<file path="config.mk">
export PLATFORM = sky130hd
export DESIGN_NAME = pio_bus_master
export DESIGN_NICKNAME = d
export VERILOG_FILES = /design/src/rtl/pio_bus_master.sv
export SDC_FILE = /design/constraint.sdc
export NUM_CORES = 1
export LEC_CHECK = 0
export ABC_AREA = 0
export CORE_ASPECT_RATIO = 1.75
export CORE_MARGIN = 2
export CORE_UTILIZATION = 45
export DETAILED_ROUTE_END_ITERATION = 7
export PLACE_DENSITY = 0.75
export SLEW_MARGIN = 20
export SYNTH_ARGS = -nofsm -noshare
export SYNTH_HDL_FRONTEND = slang
export SYNTH_SLANG_ARGS = --single-unit
export TNS_END_PERCENT = 30
</file>
<file path="constraint.sdc">
create_clock -name clk -period 2.8 [get_ports clk]
set_input_delay 0.42 -clock clk [delete_from_list [all_inputs] [get_ports clk]]
set_output_delay 0.42 -clock clk [all_outputs]
set_load 0.02 [all_outputs]
</file>
<file path="src/rtl/pio_bus_master.sv">
// Avalon-MM initiator for fixed-latency PIO slaves: runs one write, read or
// poll-until-match command at a time and returns one response per command.
module pio_bus_master #(
    parameter int ADDR_W       = 2,
    parameter int DATA_W       = 32,
    parameter int READ_LATENCY = 1,
    parameter int MAX_POLLS    = 1000,
    parameter int POLL_GAP     = 4
) (
    input  logic              clk,
    input  logic              reset_n,
    input  logic              cmd_valid,
    output logic              cmd_ready,
    input  logic [1:0]        cmd_op,
    input  logic [ADDR_W-1:0] cmd_address,
    input  logic [DATA_W-1:0] cmd_data,
    input  logic [DATA_W-1:0] cmd_mask,
    output logic              rsp_valid,
    input  logic              rsp_ready,
    output logic [DATA_W-1:0] rsp_data,
    output logic [1:0]        rsp_status,
    output logic [ADDR_W-1:0] m_address,
    output logic              m_chipselect,
    output logic              m_write_n,
    output logic [DATA_W-1:0] m_writedata,
    input  logic [DATA_W-1:0] m_readdata,
    output logic [2:0]        dbg_state
);

    typedef enum logic [2:0] {
        ST_IDLE     = 3'd0,
        ST_WR       = 3'd1,
        ST_RD_ISSUE = 3'd2,
        ST_RD_WAIT  = 3'd3,
        ST_GAP      = 3'd4,
        ST_RESP     = 3'd5
    } state_t;

    localparam logic [1:0] OP_WRITE = 2'b00;
    localparam logic [1:0] OP_READ  = 2'b01;
    localparam logic [1:0] OP_POLL  = 2'b10;

    localparam logic [1:0] RSP_OK      = 2'b00;
    localparam logic [1:0] RSP_TIMEOUT = 2'b01;
    localparam logic [1:0] RSP_ILLEGAL = 2'b10;

    localparam logic [3:0]  LAT_LAST   = 4'(READ_LATENCY - 1);
    localparam logic [7:0]  GAP_LAST   = (POLL_GAP == 0) ? 8'd0 : 8'(POLL_GAP - 1);
    localparam logic [15:0] POLL_LIMIT = 16'(MAX_POLLS);

    state_t             state;
    logic [1:0]         op_q;
    logic [ADDR_W-1:0]  addr_q;
    logic [DATA_W-1:0]  data_q;
    logic [DATA_W-1:0]  mask_q;
    logic [3:0]         lat_cnt;
    logic [7:0]         gap_cnt;
    logic [15:0]        poll_cnt;
    logic [15:0]        poll_cnt_inc;
    logic               poll_match;

    assign poll_cnt_inc = poll_cnt + 16'd1;
    assign poll_match   = ((m_readdata & mask_q) == (data_q & mask_q));
    assign dbg_state    = state;

    // Handshakes: a command transfers on a cycle with cmd_valid && cmd_ready,
    // a response on a cycle with rsp_valid && rsp_ready; rsp_* hold until then.
    always_ff @(posedge clk or negedge reset_n) begin
        if (!reset_n) begin
            state        <= ST_IDLE;
            cmd_ready    <= 1'b0;
            rsp_valid    <= 1'b0;
            rsp_data     <= '0;
            rsp_status   <= RSP_OK;
            m_chipselect <= 1'b0;
            m_write_n    <= 1'b1;
            m_address    <= '0;
            m_writedata  <= '0;
            op_q         <= OP_WRITE;
            addr_q       <= '0;
            data_q       <= '0;
            mask_q       <= '0;
            lat_cnt      <= 4'd0;
            gap_cnt      <= 8'd0;
            poll_cnt     <= 16'd0;
        end else begin
            case (state)
                ST_IDLE: begin
                    if (cmd_valid && cmd_ready) begin
                        cmd_ready <= 1'b0;
                        op_q      <= cmd_op;
                        addr_q    <= cmd_address;
                        data_q    <= cmd_data;
                        mask_q    <= cmd_mask;
                        poll_cnt  <= 16'd0;
                        case (cmd_op)
                            OP_WRITE: begin
                                state        <= ST_WR;
                                m_chipselect <= 1'b1;
                                m_write_n    <= 1'b0;
                                m_address    <= cmd_address;
                                m_writedata  <= cmd_data;
                            end
                            OP_READ, OP_POLL: begin
                                state        <= ST_RD_ISSUE;
                                m_chipselect <= 1'b1;
                                m_write_n    <= 1'b1;
                                m_address    <= cmd_address;
                            end
                            default: begin
                                state      <= ST_RESP;
                                rsp_valid  <= 1'b1;
                                rsp_data   <= '0;
                                rsp_status <= RSP_ILLEGAL;
                            end
                        endcase
                    end else begin
                        cmd_ready <= 1'b1;
                    end
                end

                ST_WR: begin
                    m_chipselect <= 1'b0;
                    m_write_n    <= 1'b1;
                    state        <= ST_RESP;
                    rsp_valid    <= 1'b1;
                    rsp_data     <= '0;
                    rsp_status   <= RSP_OK;
                end

                ST_RD_ISSUE: begin
                    m_chipselect <= 1'b0;
                    lat_cnt      <= LAT_LAST;
                    state        <= ST_RD_WAIT;
                end

                ST_RD_WAIT: begin
                    if (lat_cnt != 4'd0) begin
                        lat_cnt <= lat_cnt - 4'd1;
                    end else if (op_q != OP_POLL) begin
                        state      <= ST_RESP;
                        rsp_valid  <= 1'b1;
                        rsp_data   <= m_readdata;
                        rsp_status <= RSP_OK;
                    end else begin
                        // Poll: count the attempt, then match, give up, or go round again.
                        poll_cnt <= poll_cnt_inc;
                        if (poll_match) begin
                            state      <= ST_RESP;
                            rsp_valid  <= 1'b1;
                            rsp_data   <= m_readdata;
                            rsp_status <= RSP_OK;
                        end else if (poll_cnt_inc == POLL_LIMIT) begin
                            state      <= ST_RESP;
                            rsp_valid  <= 1'b1;
                            rsp_data   <= m_readdata;
                            rsp_status <= RSP_TIMEOUT;
                        end else if (POLL_GAP == 0) begin
                            state        <= ST_RD_ISSUE;
                            m_chipselect <= 1'b1;
                            m_address    <= addr_q;
                        end else begin
                            state   <= ST_GAP;
                            gap_cnt <= GAP_LAST;
                        end
                    end
                end

                ST_GAP: begin
                    if (gap_cnt != 8'd0) begin
                        gap_cnt <= gap_cnt - 8'd1;
                    end else begin
                        state        <= ST_RD_ISSUE;
                        m_chipselect <= 1'b1;
                        m_address    <= addr_q;
                    end
                end

                ST_RESP: begin
                    if (rsp_ready) begin
                        rsp_valid <= 1'b0;
                        cmd_ready <= 1'b1;
                        state     <= ST_IDLE;
                    end
                end

                default: begin
                    state        <= ST_IDLE;
                    cmd_ready    <= 1'b0;
                    rsp_valid    <= 1'b0;
                    m_chipselect <= 1'b0;
                    m_write_n    <= 1'b1;
                end
            endcase
        end
    end

endmodule
</file>
**Word level (Yosys, flattened, before mapping)**

Cells that the tools add are included.

- Bits in registers: 171
- Bits in latches: 0
- Bits in writable memories: 0
- ROM bits: 0
- Input bits: 104
- Output and inout bits: 75
- Memories: 0

- Add/sub/neg operators: 3
- Multipliers: 0
- Div/mod/pow operators: 0
- $lt $le $gt $ge: 0
- Eq/ne operators: 23
- Shift operators: 0
- Muxes and demuxes: 57
- Bitwise logic cells: 6
- Reductions and logical operators: 28

Operators with widths:

| kind | count |
|---|---|
| $mux 32 | 6 |
| $pmux 32 s3 | 1 |
| $and 32x32->32 | 2 |
| $mux 16 | 3 |
| $mux 8 | 5 |
| $eq 32x32->1 | 1 |
| $pmux 16 s2 | 1 |
| $ne 2x2->1 const B | 12 |
| $mux 2 | 9 |
| $pmux 3 s6 | 1 |
| $add 16x1->16 const B | 1 |
| $eq 16x10->1 const B | 1 |
| $mux 1 | 16 |
| $pmux 8 s2 | 1 |
| $reduce_and 4->1 | 4 |
| $mux 3 | 4 |
| $reduce_and 6->1 | 2 |
| $pmux 4 s2 | 1 |
| $reduce_bool 2->1 | 4 |
| $reduce_bool 8->1 | 1 |
| $reduce_or 4->1 | 2 |
| $sub 8x1->8 const B | 1 |
| $eq 3x2->1 const B | 2 |
| $eq 3x3->1 const B | 2 |
| other kinds (24) | 34 |

**Longest topological paths before layout**

Gate-level depths: netlist of run 1.

- Depth after elaboration: 7
- Mapped depth: 10

**Worst setup path before layout of run 1**

No wires, ideal clock.

- Kind: reg2reg
- From: register poll_cnt[0]
- To: register rsp_status[0]
- Arrival time: 2332 ps
- Slack: 341 ps
- Stages on the path, launching flop included: 10
- Cells stage by stage: dfrtp_1 > ha_1 > buf_2 > nand4_1 > nor3_1 > a31oi_1 > nor4b_2 > a21oi_2 > a211oi_4 > mux2_1

- Word-level cells in the longest chain between the ends: 4

RTL lines:

| item | line | text |
|---|---|---|
| start, declared | 58 | `logic [15:0] poll_cnt;` |
| start signal, assigned | 147 | `poll_cnt <= poll_cnt_inc;` |
| $add 16x1->16 | 62 | `assign poll_cnt_inc = poll_cnt + 16'd1;` |
| $eq 16x10->1 | 153 | `end else if (poll_cnt_inc == POLL_LIMIT) begin` |
| $ne 4x4->1 (no line) | -- |  |
| $reduce_and 5->1 (no line) | -- |  |
| end signal, assigned | 74 | `rsp_status <= RSP_OK;` |
| end signal, assigned | 152 | `rsp_status <= RSP_OK;` |
| end signal, assigned | 157 | `rsp_status <= RSP_TIMEOUT;` |
| end, declared | 21 | `output logic [1:0] rsp_status,` |

No other way between the ends.
A chain may end at the register's enable or synchronous reset.

**Worst setup path in the final report of run 1**

- From: register poll_cnt[1]
- To: register rsp_data[1]

- Word-level cells in the longest chain between the ends: 4

RTL lines:

| item | line | text |
|---|---|---|
| $add 16x1->16 | 62 |  |
| $eq 16x10->1 | 153 |  |
| $ne 4x4->1 (no line) | -- |  |
| $reduce_and 5->1 (no line) | -- |  |
| end signal, assigned | 143 | `rsp_data <= m_readdata;` |
| end signal, assigned | 151 | `rsp_data <= m_readdata;` |
| end signal, assigned | 156 | `rsp_data <= m_readdata;` |
| end, declared | 20 | `output logic [DATA_W-1:0] rsp_data,` |

No other way between the ends.

==> metrics.txt, run 1 <==
Fin. Hold Viols=0; cells taking the most area after synthesis=dfrtp_1 (54%), mux2_2 (14%), mux2i_1 (4.7%), xor2_1 (4.0%), nand2_1 (3.1%); Clock power frac=23.0%; slowest CP cell=dfrtp_1; final worst slack=233 ps; Final nets=996; Unique masters post-synth=57; Layout area overhead=35.7%; Filler cells=1399; CTS Root Cell=clkbuf_16; Worst Path Arrival=2910 ps; FF-to-FF Start=poll_cnt[1]; unrepaired setup endpoints after global routing=false; Comb pwr share=38.4%; TritonCTS clock tree=done; clock tree sinks=171; Setup CP Type=reg -> reg; post-synthesis compound-gate area fraction=7.89%; Initial Util=45.7%; Synth Area in XOR/XNOR=4.41%; status=finished, final reports clean; Leakage=0.00463 uW; Synth async-reset ratio=100%; Top Family by Delay on Critical Path=simple AND/OR/NAND/NOR gates; post-synth top area share=53.6%; WL per Instance=18.0 um; top layer in use=met4; Inst Count DP=1095; Synth Flop Type=dfrtp_1; die width=104 um; fin cells=1129; multi-input logic area=3340 um2; Avg Cell Area, Syn=11.6 um2; most frequent cell after synthesis=dfrtp_1; Peak VDD IR=608 uV; vias in the first global route=6302; largest family of logic cells by synthesized area=multiplexers; Synth Net Count=798; clk_skew=10.0 ps; sequential share of power=38.7%; post-synthesis instance area=7940 um2; Worst-Margin Slew=655 ps; met3 WL post-DR=854 um; share of cells above drive strength 1=19.5%; Synth Area in Adders=1.26%; most used cell, CP=buf_4; pre-CTS setup slack=-195 ps; Crit. End Element=flip-flop; largest net degree at the start of global routing=61; first-pass iteration count of the detailed router=4; Post-synth top cells=dfrtp_1 (170), mux2_2 (100), nand2_1 (66); I/O pins=179; warning count from the yosys run=0; crit-path max cell delay=390 ps; worst rel slew slack=55.9%; die footprint=18800 um2; CTS buffer count=17; maximum clock path buffer count=2; CP cell instances=ha_1 -> buf_4 -> nor4b_1 -> a31oi_1 -> nor4b_2 -> a21oi_2 -> a211oi_4 -> buf_4 -> buf_12 -> mux2i_1; switching portion of total power=34.0%; Crit path depth=10; count of flip-flops with a built-in enable after synthesis=0; Vias=5878; M1 WL=7.57 mm; fin. max-slew vios=0; internal power=6790 uW; Hold Crit Class=in -> async; Worst Path Buf+Inv=3; R2R depth=10; Met2 Wirelength=11.1 mm; Total GRT Usage=22.2%; Sequential cell area=4280 um2; Final ANT Viol Nets=0; CP startpoint kind=flip-flop; Synth Register Bits=171; first-pass GRT wire length=32.5 mm; final setup violation count=0; max frequency=389 MHz; # rows=64; HPWL after DPL=15.0 mm; cell taking the most area after synthesis=dfrtp_1; maximum fanout along the worst path=11; initial antenna violation count=1; crit path time final=2570 ps; Die Ht=180 um; Clock Latency Late Sink=430 ps; Reg clk slew, reported paths=70 ps; switching power=3500 uW; Cells after Synth=686; mux share of post-synthesis cell area=19.0%; simple-gate share of the synthesized area=9.39%; H-Tree Depth=4; pwr dens=955 nW/um2; initial detailed-routing violation count=209; Final Wtd Congestion=0.899; gr ovfl total=0; CORE AREA=17400 um2; Total Wirelength=20.3 mm; Req. time, crit path=3140 ps; buffers added on ports=178; Via density=5.21; fin crit share=91.7%; max-cap viol count=0; DRC violations left=0; sequential-to-total area share from yosys stat=53.9%; Critical Path Source=poll_cnt[1]
-- power by group through the flow --
stage / sequential, uW / clock [uW] / combinational (uW)
after CTS: 3980 / 2420 / 4000
after detailed placement: 4020 / 0 / 3970
after floorplan: 4280 / 0 / 1980
after global placement: 3990 / 0 / 3900
after global routing: 4100 / 2500 / 4250
final: 3980 / 2360 / 3950
-- through the flow --
stage / TNS (ps) / power [uW] / utilization, % / instance area [um2] / hold WS (ps)
2_1_floorplan: 0 / 6260 / - / 7940 / 124
3_3_place_gp: -3310 / 7890 / 58.5 / 10200 / 414
3_5_place_dp: -5320 / 7990 / 58.5 / 10200 / 413
4_1_cts: 0 / 10400 / 62.0 / 10800 / 507
6_report: 0 / 10300 / 62.0 / 10800 / 504
5_1_grt: 0 / 10900 / 62.0 / 10800 / 515
-- state kept, by name, indices dropped and copies added, names as in the netlist --
name and cells:
op_q 2, rsp_valid 1, gap_cnt 8, rsp_status 2
m_address 2, data_q 32, lat_cnt 4, poll_cnt 16
cmd_ready 1, m_write_n 1, addr_q 2, rsp_data 32
m_chipselect 1, mask_q 32, m_writedata 32, dbg_state 3
-- layout make-up --
cell class              instances  area share (%)
well taps                     231            2.68
multi-input cells             437            31.0
clock inverters                14            1.51
inverters                      45            1.57
diodes                          1          0.0232
repair buffers                212            19.5
flip-flops and latches        171            39.7
clock buffers                  18            3.98
-- kinds of logic (layout without fill, tap and decap cells) --
family / Yosys count / after routing
compound gates: 95 / 95
buf+inv: 78 / 289
other cells: 0 / 1
simple gates: 156 / 156
mux: 138 / 138
flops: 171 / 171
fa+ha+maj: 8 / 8
xor+xnor: 40 / 40
-- routing by layer --
layer | up-vias | track usage, %
met4 | 0 | 11.4
li1 | 2789 | -
met5 | - | 0
met2 | 156 | 40.5
met3 | 44 | 4.39
met1 | 2889 | 24.0
-- what timing repair did --
action | CTS | global route
hold buffers | 1 | 0
endpoints found under the hold margin | 50 | 0
gates resized for setup | 0 | 0
buffers inserted | 0 | 0
-- layout by cell type (no fill, tap or decap), drive strengths merged, types with 3 or more instances in the layout --
master and count:
nand2 66, nor2 26, a211oi 3, clkdlybuf4s50 177, dfrtp 170, clkbuf 18, a211o 4, inv 49
clkinvlp 4, o21ai 29, buf 34, o21a 3, a22oi 17, and3 5, mux2 101, nand4 9
mux2i 37, xor2 36, nor3 9, nor4 5, a21o 3, clkinv 4, a21oi 18, ha 8
nand3 17, xnor2 4, a31oi 5
-- path summary, 6_finish.rpt --
check                                   to  slack [ps]
setup / recovery               rsp_data[1]         230
hold / removal                   mask_q[5]         500
setup reg to reg               rsp_data[1]         230
hold reg to reg            m_writedata[11]         500
max in group asynchronous  m_writedata[12]        1410
min in group clk           m_writedata[11]         500
No activity file was read; power rests on OpenSTA's default activity.
==> run 2: changes to the inputs <==
--- a/config.mk
+++ b/config.mk
@@ -7,7 +7,7 @@
 export LEC_CHECK = 0
 export ABC_AREA = 0
 export CORE_ASPECT_RATIO = 1.75
-export CORE_MARGIN = 2
+export CORE_MARGIN = 3
 export CORE_UTILIZATION = 45
 export DETAILED_ROUTE_END_ITERATION = 7
 export PLACE_DENSITY = 0.75
==> run 2 against run 1 <==
  * Via count increased by 0.20%
  * Maximum frequency decreased by 1.2%
  * Clock skew increased by 1.7 ps
  * First-iteration DRC count increased by 15%
  * Highest routed layer unchanged
  * Hold slack got worse by 2.8 ps
  * Design area increased by 0.24%
  * Clock-buffer cell count unchanged
  * Final cell count decreased by 0.53%
  * Sequential power about the same
==> metrics.txt, run 2 (synthesis gave the netlist of run 1 again) <==
buffers added on ports=178 (unchanged); maximum fanout along the worst path=15 (+4); initial antenna violation count=1 (unchanged); Final ANT Viol Nets=0 (unchanged); CP startpoint kind=input pin; Layout area overhead=36.0%; Total Wirelength=20.2 mm (-0.41%); Critical Path Source=m_readdata[24]; Leakage=0.00464 uW (+0.33%); Req. time, crit path=3140 ps (about the same); Die Ht=182 um (+1.1%); clk_skew=11.7 ps (+1.72 ps); TritonCTS clock tree=done; pwr dens=962 nW/um2 (+0.73%); first-pass GRT wire length=33.1 mm (+1.6%); Clock power frac=24.2% (+1.2 points); Final Wtd Congestion=0.843 (-6.3%); Inst Count DP=1089 (-0.55%); CORE AREA=17100 um2 (-1.6%); I/O pins=179 (unchanged); Peak VDD IR=637 uV (+4.7%); initial detailed-routing violation count=240 (+15%); Min-Delay Path Depth=2; Total GRT Usage=21.9% (-0.28 points); Filler cells=1394 (-0.36%); crit path time final=2600 ps (+30.7 ps); fin. max-slew vios=0 (unchanged); share of cells above drive strength 1=19.7% (+0.16 points); largest net degree at the start of global routing=68 (+11%); sequential share of power=38.0% (-0.7 points); HPWL after DPL=14.9 mm (-0.70%); Fin. Hold Viols=0 (unchanged); worst rel slew slack=54.6% (-1.3 points); # rows=63 (-1.6%); Worst Path Arrival=2940 ps (+30 ps); Reg clk slew, reported paths=70 ps (about the same); post-route cell area=10800 um2 (+0.24%); fin cells=1123 (-0.53%); WL per Instance=18.0 um (+0.12%); H-Tree Depth=4 (unchanged); max frequency=385 MHz (-1.2%); DRC violations left=0 (unchanged); commonest cells after routing, fill and taps aside=clkdlybuf4s50_1 (177), dfrtp_1 (170), mux2_2 (100); maximum clock path buffer count=2 (unchanged); status=finished, final reports clean; Initial Util=46.4% (+0.73 points); clock tree sinks=171 (unchanged); die footprint=19300 um2 (+3.0%); switching portion of total power=33.3% (-0.71 points); CTS Root Cell=clkbuf_16; M1 WL=7.42 mm (-2.0%); vias in the first global route=6322 (+0.32%); switching power=3460 uW (-1.1%); fin crit share=92.8% (+1.1 points); Crit. End Element=flip-flop; met3 WL post-DR=1.04 mm (+21%); FF-to-FF Start=poll_cnt[1]; gr ovfl total=0 (unchanged); Tot Pwr=10400 uW (+0.98%); CTS buffer count=17 (unchanged); die width=106 um (+1.9%); Via density=5.24 (+0.74%); Final nets=994 (-0.20%); Hold Crit Class=reg -> reg; DP Area=10200 um2 (-0.20%); Setup CP Type=in -> reg; max-cap viol count=0 (unchanged); setup tns final=0 ps (unchanged); Worst-Margin Slew=681 ps (+25.3 ps); unrepaired setup endpoints after global routing=false; Vias=5890 (+0.20%); Clock Latency Late Sink=430 ps (about the same); hold_sp=m_write_n; first-pass iteration count of the detailed router=4 (unchanged); commonest non-fill, non-tap cell in the layout=clkdlybuf4s50_1; internal power=6930 uW (+2.1%); top layer in use=met4; Met2 Wirelength=11.2 mm (+1.4%); R2R depth=10 (unchanged); Comb pwr share=37.8% (-0.6 points); final setup violation count=0 (unchanged)
## run 2: worst max-delay path, stage by stage
cell,delay (ps)
clkdlybuf4s50_1,440
xor2_1,170
a22oi_1,310
nand4_1,190
nor4_1,330
buf_4,180
a21oi_2,50
a211oi_4,260
buf_4,180
buf_12,170
mux2i_1,220
## run 2: routing by layer
metal	vias to the layer above	GRT usage, %
li1	2788	-
met1	2922	24.6
met2	151	40.3
met3	29	5.34
met4	0	7.17
met5	-	0
## run 2: layout make-up
cell class                 count  area [um2]  share of cell area [%]
antenna                        1        2.50                  0.0232
clock buffer                  18         439                    4.06
clock inverter                14         193                    1.78
inverter                      45         169                    1.56
multi-input combinational    437        3350                    31.0
sequential                   171        4280                    39.6
tap                          227         284                    2.63
timing repair buffer         210        2090                    19.3
## run 2: repair_timing
action,in CTS,in global routing
buffers inserted,0,0
hold endpoints to repair,52,0
setup endpoints to repair,0,30
hold buffers,1,0
resized for setup,0,1
## run 2: worst paths after layout
path | slack [ps] | end
hold / removal | 500 | m_write_n
setup / recovery | 200 | rsp_data[23]
max in group asynchronous | 1510 | m_writedata[12]
hold reg to reg | 500 | m_write_n
min in group asynchronous | 530 | m_writedata[1]
setup reg to reg | 210 | rsp_data[23]
## run 2: stage by stage
stage	utilization (%)	hold WS, ps	worst slack, ps
after detailed placement	59.4	419	-244
after CTS	63.1	507	117
after global routing	63.2	510	14.2
final	63.2	501	202
after global placement	59.4	428	-140
after floorplan	-	124	341
## run 2: power by group through the flow
stage	sequential [uW]	clock (uW)	combinational, uW
2_1_floorplan	4280	0	1980
3_3_place_gp	3950	0	3900
3_5_place_dp	3990	0	3970
4_1_cts	3950	2570	3980
5_1_grt	4080	2660	4260
6_report	3950	2510	3930
